File: src/rtl/mcycle_pkg.sv
`default_nettype none
// ============================================================================
// Module      : mcycle_pkg
// Description : Shared definitions for the iterative multiply/divide unit:
//               operation encodings, FSM state type and the iteration
//               counter width helper.
// Revision    : 1.0 - initial release
// ============================================================================
package mcycle_pkg;

    // MCycleOp encodings. Bit 1 selects divide, bit 0 selects unsigned.
    localparam logic [1:0] MC_SMUL = 2'b00;
    localparam logic [1:0] MC_UMUL = 2'b01;
    localparam logic [1:0] MC_SDIV = 2'b10;
    localparam logic [1:0] MC_UDIV = 2'b11;

    typedef enum logic [1:0] {
        ST_IDLE    = 2'd0,
        ST_COMPUTE = 2'd1,
        ST_DONE    = 2'd2
    } mc_state_t;

    // The counter must be able to hold WIDTH itself, since it increments
    // once more on the final iteration edge.
    function automatic int mc_cnt_width(input int width);
        return $clog2(width) + 1;
    endfunction

endpackage
`default_nettype wire

File: src/rtl/mcycle_unit_if.sv
`default_nettype none
// ============================================================================
// Module      : mcycle_unit_if
// Description : Request/response bundle between the decoder and the
//               multiply/divide unit.
//   Start, MCycleOp, Operand1, Operand2 : decoder -> unit
//   Result1, Result2, Busy, Done        : unit -> decoder
//   modport master : decoder side
//   modport slave  : unit side
// Revision    : 1.0 - initial release
// ============================================================================
interface mcycle_unit_if #(
    parameter int WIDTH = 32
) ();
    logic             Start;
    logic [1:0]       MCycleOp;
    logic [WIDTH-1:0] Operand1;
    logic [WIDTH-1:0] Operand2;
    logic [WIDTH-1:0] Result1;
    logic [WIDTH-1:0] Result2;
    logic             Busy;
    logic             Done;

    modport master (
        output Start, MCycleOp, Operand1, Operand2,
        input  Result1, Result2, Busy, Done
    );

    modport slave (
        input  Start, MCycleOp, Operand1, Operand2,
        output Result1, Result2, Busy, Done
    );
endinterface
`default_nettype wire

File: src/rtl/mcycle_div_step.sv
`default_nettype none
// ============================================================================
// Module      : mcycle_div_step
// Description : One combinational restoring-division iteration on unsigned
//               magnitudes. Shifts the next dividend bit (MSB of the
//               quotient register) into the partial remainder, trial-
//               subtracts the divisor and shifts the quotient bit in.
//   i_rem     : partial remainder
//   i_quo     : quotient register (unconsumed dividend bits in the MSBs)
//   i_divisor : divisor magnitude
//   o_rem     : next partial remainder
//   o_quo     : next quotient register
// Revision    : 1.0 - initial release
// ============================================================================
module mcycle_div_step #(
    parameter int WIDTH = 32
) (
    input  wire [WIDTH-1:0] i_rem,
    input  wire [WIDTH-1:0] i_quo,
    input  wire [WIDTH-1:0] i_divisor,
    output logic [WIDTH-1:0] o_rem,
    output logic [WIDTH-1:0] o_quo
);
    logic [WIDTH:0] w_shift;
    logic [WIDTH:0] w_diff;

    always_comb begin
        w_shift = {i_rem, i_quo[WIDTH-1]};
        w_diff  = w_shift - {1'b0, i_divisor};
        // The remainder is always below the divisor, so the trial difference
        // is negative exactly when its top bit is set.
        if (!w_diff[WIDTH]) begin
            o_rem = w_diff[WIDTH-1:0];
            o_quo = {i_quo[WIDTH-2:0], 1'b1};
        end else begin
            o_rem = w_shift[WIDTH-1:0];
            o_quo = {i_quo[WIDTH-2:0], 1'b0};
        end
    end
endmodule
`default_nettype wire

File: src/rtl/mcycle_unit.sv
`default_nettype none
// ============================================================================
// Module      : mcycle_unit
// Description : Iterative signed/unsigned multiply and divide, one iteration
//               per clock. Busy is held while iterating; Done pulses for one
//               cycle when Result1/Result2 are valid.
//   CLK   : clock, rising edge
//   RESET : asynchronous, active-high
//   bus   : mcycle_unit_if.slave (Start, MCycleOp, Operand1, Operand2 in;
//           Result1, Result2, Busy, Done out)
// Build option : define MCYCLE_DIV_EN to build the divider. Without it,
//               divide ops complete in one cycle with zero results.
// Revision    : 1.0 - initial release
// ============================================================================
module mcycle_unit #(
    parameter int WIDTH = 32
) (
    input wire           CLK,
    input wire           RESET,
    mcycle_unit_if.slave bus
);
    import mcycle_pkg::*;

    localparam int                 c_CNT_W = mc_cnt_width(WIDTH);
    localparam logic [c_CNT_W-1:0] c_LAST  = c_CNT_W'(WIDTH - 1);

    mc_state_t            r_state;
    mc_state_t            w_state_nxt;
    logic                 r_busy;
    logic                 r_done;
    logic                 w_busy_nxt;
    logic                 w_done_nxt;
    logic [c_CNT_W-1:0]   r_cnt;
    logic                 r_neg1;
    logic                 r_neg2;
    logic [WIDTH-1:0]     r_addend;
    logic [2*WIDTH-1:0]   r_acc;
    logic [2*WIDTH-1:0]   w_acc_nxt;
    logic [2*WIDTH-1:0]   w_mul_nxt;
    logic [2*WIDTH-1:0]   w_prod;
    logic [WIDTH:0]       w_mul_sum;
    logic [WIDTH-1:0]     r_res1;
    logic [WIDTH-1:0]     r_res2;
    logic [WIDTH-1:0]     w_res1;
    logic [WIDTH-1:0]     w_res2;
    logic                 w_last;
    logic                 w_in_neg1;
    logic                 w_in_neg2;
    logic [WIDTH-1:0]     w_mag1;
    logic [WIDTH-1:0]     w_mag2;

    // Operand signs only matter for signed ops (op bit 0 clear).
    assign w_in_neg1 = ~bus.MCycleOp[0] & bus.Operand1[WIDTH-1];
    assign w_in_neg2 = ~bus.MCycleOp[0] & bus.Operand2[WIDTH-1];
    assign w_mag1    = w_in_neg1 ? -bus.Operand1 : bus.Operand1;
    assign w_mag2    = w_in_neg2 ? -bus.Operand2 : bus.Operand2;
    assign w_last    = (r_cnt == c_LAST);

    // Shift-add: the multiplier sits in the low half of the accumulator and
    // is consumed LSB first while the product grows in from the top.
    assign w_mul_sum = {1'b0, r_acc[2*WIDTH-1:WIDTH]}
                     + {1'b0, (r_acc[0] ? r_addend : {WIDTH{1'b0}})};
    assign w_mul_nxt = {w_mul_sum, r_acc[WIDTH-1:1]};

`ifdef MCYCLE_DIV_EN
    logic             r_is_div;
    logic             r_div0;
    logic [WIDTH-1:0] w_div_rem;
    logic [WIDTH-1:0] w_div_quo;

    // Divide reuses the accumulator: remainder in the high half, quotient
    // (initially the dividend magnitude) in the low half.
    mcycle_div_step #(
        .WIDTH(WIDTH)
    ) u_div_step (
        .i_rem     (r_acc[2*WIDTH-1:WIDTH]),
        .i_quo     (r_acc[WIDTH-1:0]),
        .i_divisor (r_addend),
        .o_rem     (w_div_rem),
        .o_quo     (w_div_quo)
    );

    assign w_acc_nxt = r_is_div ? {w_div_rem, w_div_quo} : w_mul_nxt;
`else
    assign w_acc_nxt = w_mul_nxt;
`endif

    // Sign correction of the final iteration's value, written to the result
    // registers on the edge that enters DONE.
    always_comb begin
        w_prod = (r_neg1 ^ r_neg2) ? -w_acc_nxt : w_acc_nxt;
        w_res1 = w_prod[WIDTH-1:0];
        w_res2 = w_prod[2*WIDTH-1:WIDTH];
`ifdef MCYCLE_DIV_EN
        if (r_is_div) begin
            // With a zero divisor the restoring loop leaves the dividend
            // magnitude in the remainder, so restoring its sign yields
            // Operand1 unmodified.
            w_res2 = r_neg1 ? -w_acc_nxt[2*WIDTH-1:WIDTH]
                            : w_acc_nxt[2*WIDTH-1:WIDTH];
            if (r_div0) begin
                w_res1 = {WIDTH{1'b1}};
            end else begin
                w_res1 = (r_neg1 ^ r_neg2) ? -w_acc_nxt[WIDTH-1:0]
                                           : w_acc_nxt[WIDTH-1:0];
            end
        end
`endif
    end

    // ------------------------------------------------------------------
    // FSM
    // ------------------------------------------------------------------
    always_ff @(posedge CLK or posedge RESET) begin
        if (RESET) begin
            r_state <= ST_IDLE;
            r_busy  <= 1'b0;
            r_done  <= 1'b0;
        end else begin
            r_state <= w_state_nxt;
            r_busy  <= w_busy_nxt;
            r_done  <= w_done_nxt;
        end
    end

    always_comb begin
        w_state_nxt = r_state;
        w_busy_nxt  = 1'b0;
        w_done_nxt  = 1'b0;
        case (r_state)
            ST_IDLE: begin
                if (bus.Start) begin
`ifdef MCYCLE_DIV_EN
                    w_state_nxt = ST_COMPUTE;
                    w_busy_nxt  = 1'b1;
`else
                    if (bus.MCycleOp[1]) begin
                        w_state_nxt = ST_DONE;
                        w_done_nxt  = 1'b1;
                    end else begin
                        w_state_nxt = ST_COMPUTE;
                        w_busy_nxt  = 1'b1;
                    end
`endif
                end
            end
            ST_COMPUTE: begin
                if (w_last) begin
                    w_state_nxt = ST_DONE;
                    w_done_nxt  = 1'b1;
                end else begin
                    w_busy_nxt  = 1'b1;
                end
            end
            ST_DONE: begin
                w_state_nxt = ST_IDLE;
            end
            default: begin
                w_state_nxt = ST_IDLE;
            end
        endcase
    end

    // ------------------------------------------------------------------
    // Datapath
    // ------------------------------------------------------------------
    always_ff @(posedge CLK or posedge RESET) begin
        if (RESET) begin
            r_cnt    <= '0;
            r_neg1   <= 1'b0;
            r_neg2   <= 1'b0;
            r_addend <= '0;
            r_acc    <= '0;
            r_res1   <= '0;
            r_res2   <= '0;
`ifdef MCYCLE_DIV_EN
            r_is_div <= 1'b0;
            r_div0   <= 1'b0;
`endif
        end else begin
            case (r_state)
                ST_IDLE: begin
                    if (bus.Start) begin
                        r_cnt    <= '0;
                        r_neg1   <= w_in_neg1;
                        r_neg2   <= w_in_neg2;
                        // Multiply adds |Operand1| under control of |Operand2|;
                        // divide subtracts |Operand2| from |Operand1|.
                        r_addend <= bus.MCycleOp[1] ? w_mag2 : w_mag1;
                        r_acc    <= {{WIDTH{1'b0}},
                                     (bus.MCycleOp[1] ? w_mag1 : w_mag2)};
`ifdef MCYCLE_DIV_EN
                        r_is_div <= bus.MCycleOp[1];
                        r_div0   <= (bus.Operand2 == {WIDTH{1'b0}});
`else
                        if (bus.MCycleOp[1]) begin
                            r_res1 <= '0;
                            r_res2 <= '0;
                        end
`endif
                    end
                end
                ST_COMPUTE: begin
                    r_acc <= w_acc_nxt;
                    r_cnt <= r_cnt + 1'b1;
                    if (w_last) begin
                        r_res1 <= w_res1;
                        r_res2 <= w_res2;
                    end
                end
                default: begin
                end
            endcase
        end
    end

    assign bus.Result1 = r_res1;
    assign bus.Result2 = r_res2;
    assign bus.Busy    = r_busy;
    assign bus.Done    = r_done;

endmodule
`default_nettype wire
File: src/flat_wrapper.sv
// flat-port wrapper written by rule: the top's interface ports become plain ports
module mcycle_unit_flat import mcycle_pkg::*;
#(
    parameter int WIDTH = 32
)
  (CLK, RESET, bus_Start, bus_MCycleOp, bus_Operand1, bus_Operand2, bus_Result1, bus_Result2, bus_Busy, bus_Done);
  mcycle_unit_if #(.WIDTH(WIDTH)) bus_i ();
  input wire CLK;
  input wire RESET;
  input wire logic [$bits(bus_i.Start)-1:0] bus_Start;
  input wire logic [$bits(bus_i.MCycleOp)-1:0] bus_MCycleOp;
  input wire logic [$bits(bus_i.Operand1)-1:0] bus_Operand1;
  input wire logic [$bits(bus_i.Operand2)-1:0] bus_Operand2;
  output wire logic [$bits(bus_i.Result1)-1:0] bus_Result1;
  output wire logic [$bits(bus_i.Result2)-1:0] bus_Result2;
  output wire logic [$bits(bus_i.Busy)-1:0] bus_Busy;
  output wire logic [$bits(bus_i.Done)-1:0] bus_Done;
  assign bus_i.Start = bus_Start;
  assign bus_i.MCycleOp = bus_MCycleOp;
  assign bus_i.Operand1 = bus_Operand1;
  assign bus_i.Operand2 = bus_Operand2;
  assign bus_Result1 = bus_i.Result1;
  assign bus_Result2 = bus_i.Result2;
  assign bus_Busy = bus_i.Busy;
  assign bus_Done = bus_i.Done;
  mcycle_unit #(.WIDTH(WIDTH)) u_core (.CLK(CLK), .RESET(RESET), .bus(bus_i));
endmodule
File: config.mk
export PLATFORM = sky130hd
export DESIGN_NAME = mcycle_unit_flat
export DESIGN_NICKNAME = d
export VERILOG_FILES = /design/src/rtl/mcycle_pkg.sv /design/src/rtl/mcycle_unit_if.sv /design/src/rtl/mcycle_div_step.sv /design/src/rtl/mcycle_unit.sv /design/src/flat_wrapper.sv
export SDC_FILE = /design/constraint.sdc
export NUM_CORES = 1
export LEC_CHECK = 0
export ABC_AREA = 1
export CORE_UTILIZATION = 45
export CTS_BUF_LIST = sky130_fd_sc_hd__clkbuf_8
export CTS_CLUSTER_DIAMETER = 60
export DETAILED_ROUTE_END_ITERATION = 10
export PLACE_DENSITY = 0.66
export SYNTH_ARGS = -nofsm -noshare
export SYNTH_HDL_FRONTEND = slang
export SYNTH_SLANG_ARGS = --single-unit
File: constraint.sdc
create_clock -name CLK -period 7.7 [get_ports CLK]
set_clock_uncertainty 0.15 [all_clocks]
set_input_delay 1.54 -clock CLK [delete_from_list [all_inputs] [get_ports CLK]]
set_output_delay 1.54 -clock CLK [all_outputs]
set_load 0.1 [all_outputs]
==> results.txt, run 1 <==
----------------------------------------------------
[CTS]
  Buffer depth of the longest clock path ... 2
  Clock Tree Root ... sky130_fd_sc_hd__clkbuf_8
  TritonCTS Buffers ... 17
  Post-CTS sizing ... 0
  Clock edge transition at the registers on the reported setup and hold paths ... 0.11 ns
  Number of clock sinks ... 172
  Number of buffers added to fix hold violations after cts ... 0
  Worst skew pair latency ... ~0.50 ns
  Maximum level of the CTS H-tree ... 4
  CTS tree ... done
  Post-CTS repair timing setup buffer count ... 0

[Floorplanning]
  Die W ... 173.5 µm
  Die Height ... 173.5 µm
  Starting density of the core ... between 40% and 50%
  FP Rows ... 62
  Num ports ... 135
  Core region area ... 0.02886 mm²
  Die Footprint ... 0.03012 mm²

[Logic synthesis]
  Mean area per synthesized cell ... 6.513 µm²
  Syn_nets ... 2139
  Synthesized flop and latch total ... 172
  Register area share after synthesis ... 32.50%
  Cell taking the most area after synthesis ... sky130_fd_sc_hd__dfrtp_1
  Synth Area in Adders ... under 10%
  Number of cells produced by synthesis ... between 2k and 2.5k
  Area of the mapped netlist ... 0.01324 mm²
  Top area cells in the synthesized netlist ... sky130_fd_sc_hd__dfrtp_1, sky130_fd_sc_hd__nand2_1, sky130_fd_sc_hd__inv_1
  Prevailing post-synth register cell ... sky130_fd_sc_hd__dfrtp_1
  Top post-synthesis cells by count ... sky130_fd_sc_hd__nand2_1, sky130_fd_sc_hd__inv_1, sky130_fd_sc_hd__nor2_1
  Yosys top cell area share ... 32.50%
  Total of warnings raised by yosys ... 0
  Synthesized-area fraction occupied by xor and xnor cells ... 5.292%
  Fraction of the mapped netlist area in compound gates ... 12.93%
  Proportion of synthesized area in mux cells ... 0%
  Number of synthesized flops with an enable pin ... 0
  Fraction of registers with async set/reset ... 100.0%
  Most used standard cell by instance count after synthesis ... sky130_fd_sc_hd__nand2_1
  Post-synthesis share of cell area spent on and, or, nand and nor gates ... 34.86%
  Combinational family with the most area after synthesis ... simple AND/OR/NAND/NOR gates
  Number of distinct library cells after synthesis ... 52

[GRT]
  Total global routing overflow ... 0
  Global-route wire length before repair ... slightly above 70000 µm
  Number of global-route vias before repair ... roughly 13k
  Antenna violations before repair ... 0
  Overall routing resource usage ... a little under a third
  Largest net degree at the start of global routing ... 106

[Hold path]
  Number of cells on the worst hold path ... 1
  Classification of the worst-slack hold path ... reg -> reg

[Detailed routing]
  Wire per inst ... 17.47 µm
  Total number of vias ... 13.41k
  Residual DRC count ... 0
  Routed via count divided by cell count ... approximately 5.3
  Count of TritonRoute iterations in the first routing pass ... 5
  Final ANT Viol Nets ... 0
  Overall routed net length ... 44270 µm
  Iteration-0 DRC Markers ... around 900

[Power]
  Leakage Power ... 7.934 nW
  Power density normalized to cell area ... 462.0 mW/mm²
  Power consumption ... ~7 mW
  Peak supply drop ... 0.4043 mV

[Worst setup path]
  Biggest fanout along the worst timing path ... 56
  Data arrival time of the critical path ... between 4 and 5 ns
  Kind of critical path ... in -> reg
  Capturing instance or port of the critical path ... u_core.bus.Result2[9]
  CP endpoint kind ... flop
  Reg-to-Reg End ... u_core.bus.Result2[31]
  Startpoint kind of the worst setup timing path ... input port
  CP required ... roughly 8.0 ns
  Launching element of the worst setup path ... bus_Start
  Minimum setup slack among reg-to-reg paths ... 3.62 ns
  Worst reg-to-reg path cell count ... 19
  Reg2reg start ... u_core.r_acc[0]

[Final layout]
  Signed area change from the synthesized netlist to the final layout ... 15.86%
  Antenna Cells ... 0
  Share of cells above drive strength 1 ... 5.488%
  Final cell utilization of the core ... 53.16%
  Reg area ... roughly 0.0043 mm²
  Area of the multi-input gates ... 0.007516 mm²
  Count of fill cells added during filler insertion ... 2982
  Final net count ... 2243

[Timing]
  Setup Total Neg Slack ... 0 ns
  RSZ-0062 raised after global routing ... false
  Period Utilization, post-route ... 54.98%
  Actual transition at the worst max-transition pin ... 1.105 ns
  Max-Slew Margin vs Limit ... between 20% and 30%
  Final count of pins violating max slew ... 0
  Post-route minimum period ... 4.234 ns
  Final Hold Vio Count ... 0
  Count of final setup violators ... 0
  FMAX ... 236.2 MHz

[Place]
  DP Wirelength ... 35410 µm
  Final weighted congestion in routability-driven placement ... 0.9583
  I/O Buffers ... roughly 130

[Job]
  Maximum capacitance violations ... 0

[Run status]
  Outcome ... finished, final reports clean

----------------------------------------------------
-- flip-flops by register name (all words and copies together) (netlist names) --
register / flops
u_core.r_cnt: 6
u_core.r_neg1: 1
u_core.r_state: 2
u_core.bus.Done: 1
u_core.bus.Result2: 32
u_core.r_addend: 32
u_core.r_neg2: 1
u_core.bus.Busy: 1
u_core.r_acc: 64
u_core.bus.Result1: 32
-- layout make-up --
cell class	count	area share, %
tap	384	3.132
sequential	172	28.06
clock buffer	18	1.615
timing repair buffer	147	9.379
clock inverter	14	1.060
multi-input combinational	1483	48.99
inverter	316	7.764
-- worst min path at each step --
stage,slack (ns),to,startpoint
detailed placement,0.31,u_core.bus.Result1[23],u_core.bus.Result1[23]
finish,0.34,u_core.bus.Result1[23],u_core.bus.Result1[23]
CTS,0.34,u_core.bus.Result1[23],u_core.bus.Result1[23]
floorplan,0.31,u_core.r_acc[48],u_core.r_acc[48]
global route,0.36,u_core.bus.Result2[23],u_core.bus.Result2[23]
global placement,0.32,u_core.bus.Result1[23],u_core.bus.Result1[23]
-- report_power, final --
group	leakage [nW]	switching [mW]	internal (mW)	total, mW
registers	2.22	0.382	1.29	1.67
clock network	0.213	0.373	0.305	0.678
logic	5.50	3.43	1.30	4.74
-- critical path: stages --
cell and delay, ns:
sky130_fd_sc_hd__clkdlybuf4s50_1 0.40, sky130_fd_sc_hd__inv_1 0.07, sky130_fd_sc_hd__nor2_1 0.09, sky130_fd_sc_hd__inv_1 0.06
sky130_fd_sc_hd__buf_4 0.38, sky130_fd_sc_hd__nor2_1 0.08, sky130_fd_sc_hd__buf_4 0.24, sky130_fd_sc_hd__inv_2 0.48
sky130_fd_sc_hd__nand2_1 0.18, sky130_fd_sc_hd__inv_2 0.21, sky130_fd_sc_hd__buf_4 0.50, sky130_fd_sc_hd__a22o_1 0.23
-- stage by stage --
stage	hold slack (ns)	cells	setup WS (ns)	area [µm²]
final	0.3367	2534	3.466	15340
after global routing	0.3630	2534	3.151	15340
after CTS	0.3374	2534	3.498	15340
after detailed placement	0.3150	2502	2.985	14930
after global placement	0.3189	2502	3.012	14930
after floorplan	0.3055	2033	1.350	13240
-- cell usage in the layout, fill, tap and decap left out, types with 6 or more instances in the layout --
master / count
sky130_fd_sc_hd__o21ai_1: 13
sky130_fd_sc_hd__a221o_1: 6
sky130_fd_sc_hd__nor2_2: 14
sky130_fd_sc_hd__nand2_1: 661
sky130_fd_sc_hd__inv_2: 11
sky130_fd_sc_hd__clkdlybuf4s50_1: 134
sky130_fd_sc_hd__o22ai_1: 8
sky130_fd_sc_hd__o221ai_1: 33
sky130_fd_sc_hd__buf_4: 13
sky130_fd_sc_hd__nand2_2: 19
sky130_fd_sc_hd__ha_1: 36
sky130_fd_sc_hd__xor2_1: 67
sky130_fd_sc_hd__dfrtp_1: 172
sky130_fd_sc_hd__clkbuf_8: 18
sky130_fd_sc_hd__nor3_1: 17
sky130_fd_sc_hd__nand3_1: 140
sky130_fd_sc_hd__a21oi_1: 53
sky130_fd_sc_hd__o21ai_0: 118
sky130_fd_sc_hd__xnor2_1: 12
sky130_fd_sc_hd__nor2_4: 9
sky130_fd_sc_hd__nor2_1: 175
sky130_fd_sc_hd__o31ai_1: 11
sky130_fd_sc_hd__inv_1: 302
sky130_fd_sc_hd__nand4_1: 16
sky130_fd_sc_hd__a22oi_1: 23
-- layer usage --
layer  vias up  GRT usage (%)  wire, µm
met3        94          3.465      2204
met2       470          50.64     20850
li1       6664              -         -
met5         -              0         0
met4         0          16.59      2319
met1      6181          38.12     18890
-- cell families (layout without fill, tap and decap cells) --
group | count (synthesis) | in the layout
AND/OR/NAND/NOR | 1084 | 1084
buffers and inverters | 378 | 495
AO/OA/AOI/OAI | 282 | 282
flip-flops | 172 | 172
XOR/XNOR | 80 | 80
adder cells (fa/ha/maj) | 37 | 37
No activity file was read; power rests on OpenSTA's default activity.
==> run 2: changes to the inputs <==
--- a/config.mk
+++ b/config.mk
@@ -10,7 +10,7 @@
 export CTS_BUF_LIST = sky130_fd_sc_hd__clkbuf_8
 export CTS_CLUSTER_DIAMETER = 60
 export DETAILED_ROUTE_END_ITERATION = 10
-export PLACE_DENSITY = 0.66
+export PLACE_DENSITY = 0.68
 export SYNTH_ARGS = -nofsm -noshare
 export SYNTH_HDL_FRONTEND = slang
 export SYNTH_SLANG_ARGS = --single-unit
==> constraint.sdc (replaced) <==
create_clock -name CLK -period 3.8 [get_ports CLK]
set_clock_uncertainty 0.15 [all_clocks]
set_input_delay 0.76 -clock CLK [delete_from_list [all_inputs] [get_ports CLK]]
set_output_delay 0.76 -clock CLK [all_outputs]
set_load 0.1 [all_outputs]
==> results.txt, run 2 (same netlist as run 1, synthesis figures left out) <==
----------------------------------------------------
[Worst setup path]
  CP endpoint kind ... flop
  Total buffers and inverters traversed by the critical path ... 3
  CP most frequent cell ... sky130_fd_sc_hd__nand2_1
  Critical path, cell by cell ... buf_4 -> buf_4 -> nand2_1 -> inv_1 -> ha_1 -> nand2_1 -> nor2_1 -> nand2_1 -> nor2_1 -> nand2_1 -> nand3_1 -> nand2_1 -> nand2_1 -> nand2_1 -> nor2_1 -> nand2_1 -> nand2_1 -> nand2_1 -> nand2_1 -> nand2_1 -> nand2_1 -> nand2_1
  Kind of critical path ... reg -> reg
  Reg-to-Reg End ... u_core.bus.Result2[28]
  Biggest fanout along the worst timing path ... 24
  Reg2reg start ... u_core.r_acc[0]
  Top delay family on crit path ... simple AND/OR/NAND/NOR gates
  Minimum setup slack among reg-to-reg paths ... 0.40 ns
  Worst reg-to-reg path cell count ... 22
  Peak per-stage delay on the critical path ... between 0.3 and 0.4 ns
  Data arrival time of the critical path ... 3.64 ns
  Slowest-stage cell, CP ... sky130_fd_sc_hd__dfrtp_1
  Startpoint kind of the worst setup timing path ... flop
  CP required ... 4.05 ns

[Job]
  Maximum capacitance violations ... 0

[Floorplanning]
  FP Rows ... 62
  Core region area ... 0.02886 mm²
  Die W ... 173.5 µm
  Num ports ... 135
  Die Footprint ... 0.03012 mm²
  Starting density of the core ... 45.89%
  Die Height ... between 150 and 200 µm

[Final layout]
  Final cell utilization of the core ... between 50 and 60%
  Final net count ... 2252
  Most common cell after layout, fill and taps aside ... sky130_fd_sc_hd__nand2_1
  Number of standard cells in the layout, taps in and fillers out ... 2543
  Count of fill cells added during filler insertion ... 2951
  Signed area change from the synthesized netlist to the final layout ... 16.63%
  Top library cells by usage in the layout, fill and taps aside ... sky130_fd_sc_hd__nand2_1, sky130_fd_sc_hd__inv_1, sky130_fd_sc_hd__nor2_1
  Top register by number of flip-flops ... u_core.r_acc
  Antenna Cells ... 0
  Max FFs per register ... 64
  Share of cells above drive strength 1 ... 5.975%

[Detailed routing]
  Iteration-0 DRC Markers ... 1278
  Residual DRC count ... 0
  Total number of vias ... 13.63k
  Routed via count divided by cell count ... 5.361
  Count of TritonRoute iterations in the first routing pass ... 6
  Final ANT Viol Nets ... 0
  Wire per inst ... 17.15 µm
  Overall routed net length ... 43600 µm

[Timing]
  FMAX ... 294.2 MHz
  Final Hold Vio Count ... 0
  Period Utilization, post-route ... 89.44%
  Max-Slew Margin vs Limit ... 33.92%
  Hold slack final ... 0.3385 ns
  Post-route minimum period ... 3.399 ns
  Smallest setup slack after layout ... 0.4014 ns
  Actual transition at the worst max-transition pin ... 0.9881 ns
  Setup Total Neg Slack ... 0 ns
  Count of final setup violators ... 0
  Final count of pins violating max slew ... 0
  RSZ-0062 raised after global routing ... false

[GRT]
  Antenna violations before repair ... 0
  Global-route wire length before repair ... 69860 µm
  Overall routing resource usage ... 29.63%
  Total global routing overflow ... 0
  Largest net degree at the start of global routing ... 75
  Number of global-route vias before repair ... 13.12k

[CTS]
  Post-CTS repair timing setup buffer count ... 0
  TritonCTS Buffers ... 17
  CTS tree ... done
  Clock edge transition at the registers on the reported setup and hold paths ... 0.10 ns
  Buffer depth of the longest clock path ... 2
  Worst skew pair latency ... 0.50 ns
  Clock Tree Root ... sky130_fd_sc_hd__clkbuf_8
  Number of buffers added to fix hold violations after cts ... 0
  Number of clock sinks ... 172
  Maximum level of the CTS H-tree ... 4
  Post-CTS sizing ... 0

[Place]
  Final weighted congestion in routability-driven placement ... 0.9916
  Post-placement cell count ... 2511
  Pre-CTS worst setup slack ... between 0.3 and 0.4 ns
  I/O Buffers ... 134
  DP Wirelength ... 34570 µm

[Power]
  Leakage Power ... 7.981 nW
  Peak supply drop ... 0.5140 mV
  Power density normalized to cell area ... 928.3 mW/mm²

[Run status]
  Outcome ... finished, final reports clean

[Hold path]
  Number of cells on the worst hold path ... 2
  Hold path endpoint ... u_core.bus.Result1[19]
  Classification of the worst-slack hold path ... reg -> reg
  Source of the worst hold timing path ... u_core.bus.Result1[19]

----------------------------------------------------
## run 2: cell count changes in the layout (fill, tap and decap cells not counted), sizes merged
| cell | change |
|---|---|
| buf | +9 |
| bufinv | -2 |
| clkbuf | -1 |
| clkinv | +3 |
## run 2: cell type report
type	count	area (µm²)	share of cell area, %
sequential	172	4304	27.87
clock buffer	17	234.0	1.515
tap	384	480.5	3.111
multi-input combinational	1483	7516	48.67
inverter	316	1190	7.705
clock inverter	15	175.2	1.134
timing repair buffer	156	1544	9.998
## run 2: worst max-delay path by stage
stage / endpoint / slack (ns) / from / cells past startpoint
2_1_floorplan: u_core.bus.Busy / 0.69 / RESET / 1
3_3_place_gp: u_core.r_acc[30] / 0.41 / bus_Operand2[0] / 14
3_5_place_dp: u_core.r_acc[28] / 0.37 / bus_Operand2[0] / 14
4_1_cts: u_core.bus.Result2[28] / 0.44 / u_core.r_acc[0] / 22
5_1_grt: u_core.bus.Result2[28] / 0.11 / u_core.r_acc[0] / 22
6_report: u_core.bus.Result2[28] / 0.40 / u_core.r_acc[0] / 22
## run 2: per-layer routing
layer | GRT usage [%] | routed length [µm] | vias up
li1 | - | - | 6698
met3 | 4.518 | 2768 | 70
met4 | 12.98 | 1680 | 0
met2 | 49.87 | 20530 | 531
met5 | 0 | 0 | -
met1 | 37.62 | 18630 | 6333
## run 2: per-stage QoR
step / total power [mW] / cell area [µm²]
global route: 15.36 / 15440
detailed placement: 12.91 / 15030
finish: 14.34 / 15440
CTS: 14.28 / 15440
global placement: 12.81 / 15030
floorplan: 10.08 / 13250
## run 2: worst min-delay path, cell delays in order, from the launching register on
cell and delay (ns):
sky130_fd_sc_hd__dfrtp_1 0.35, sky130_fd_sc_hd__nand2_1 0.06, sky130_fd_sc_hd__nand2_1 0.05
## run 2: power breakdown
part | switching, mW | internal, mW | total, mW
Clock | 0.842 | 0.502 | 1.34
Sequential | 0.755 | 2.61 | 3.37
Combinational | 6.94 | 2.69 | 9.63
==> run 3: changes to the inputs <==
--- a/config.mk
+++ b/config.mk
@@ -10,6 +10,7 @@
 export CTS_BUF_LIST = sky130_fd_sc_hd__clkbuf_8
 export CTS_CLUSTER_DIAMETER = 60
 export DETAILED_ROUTE_END_ITERATION = 10
+export GPL_ROUTABILITY_DRIVEN = 1
 export PLACE_DENSITY = 0.68
 export SYNTH_ARGS = -nofsm -noshare
 export SYNTH_HDL_FRONTEND = slang
==> results of run 3 <==
No change in the layout: final DEF, timing and power equal those of run 2.
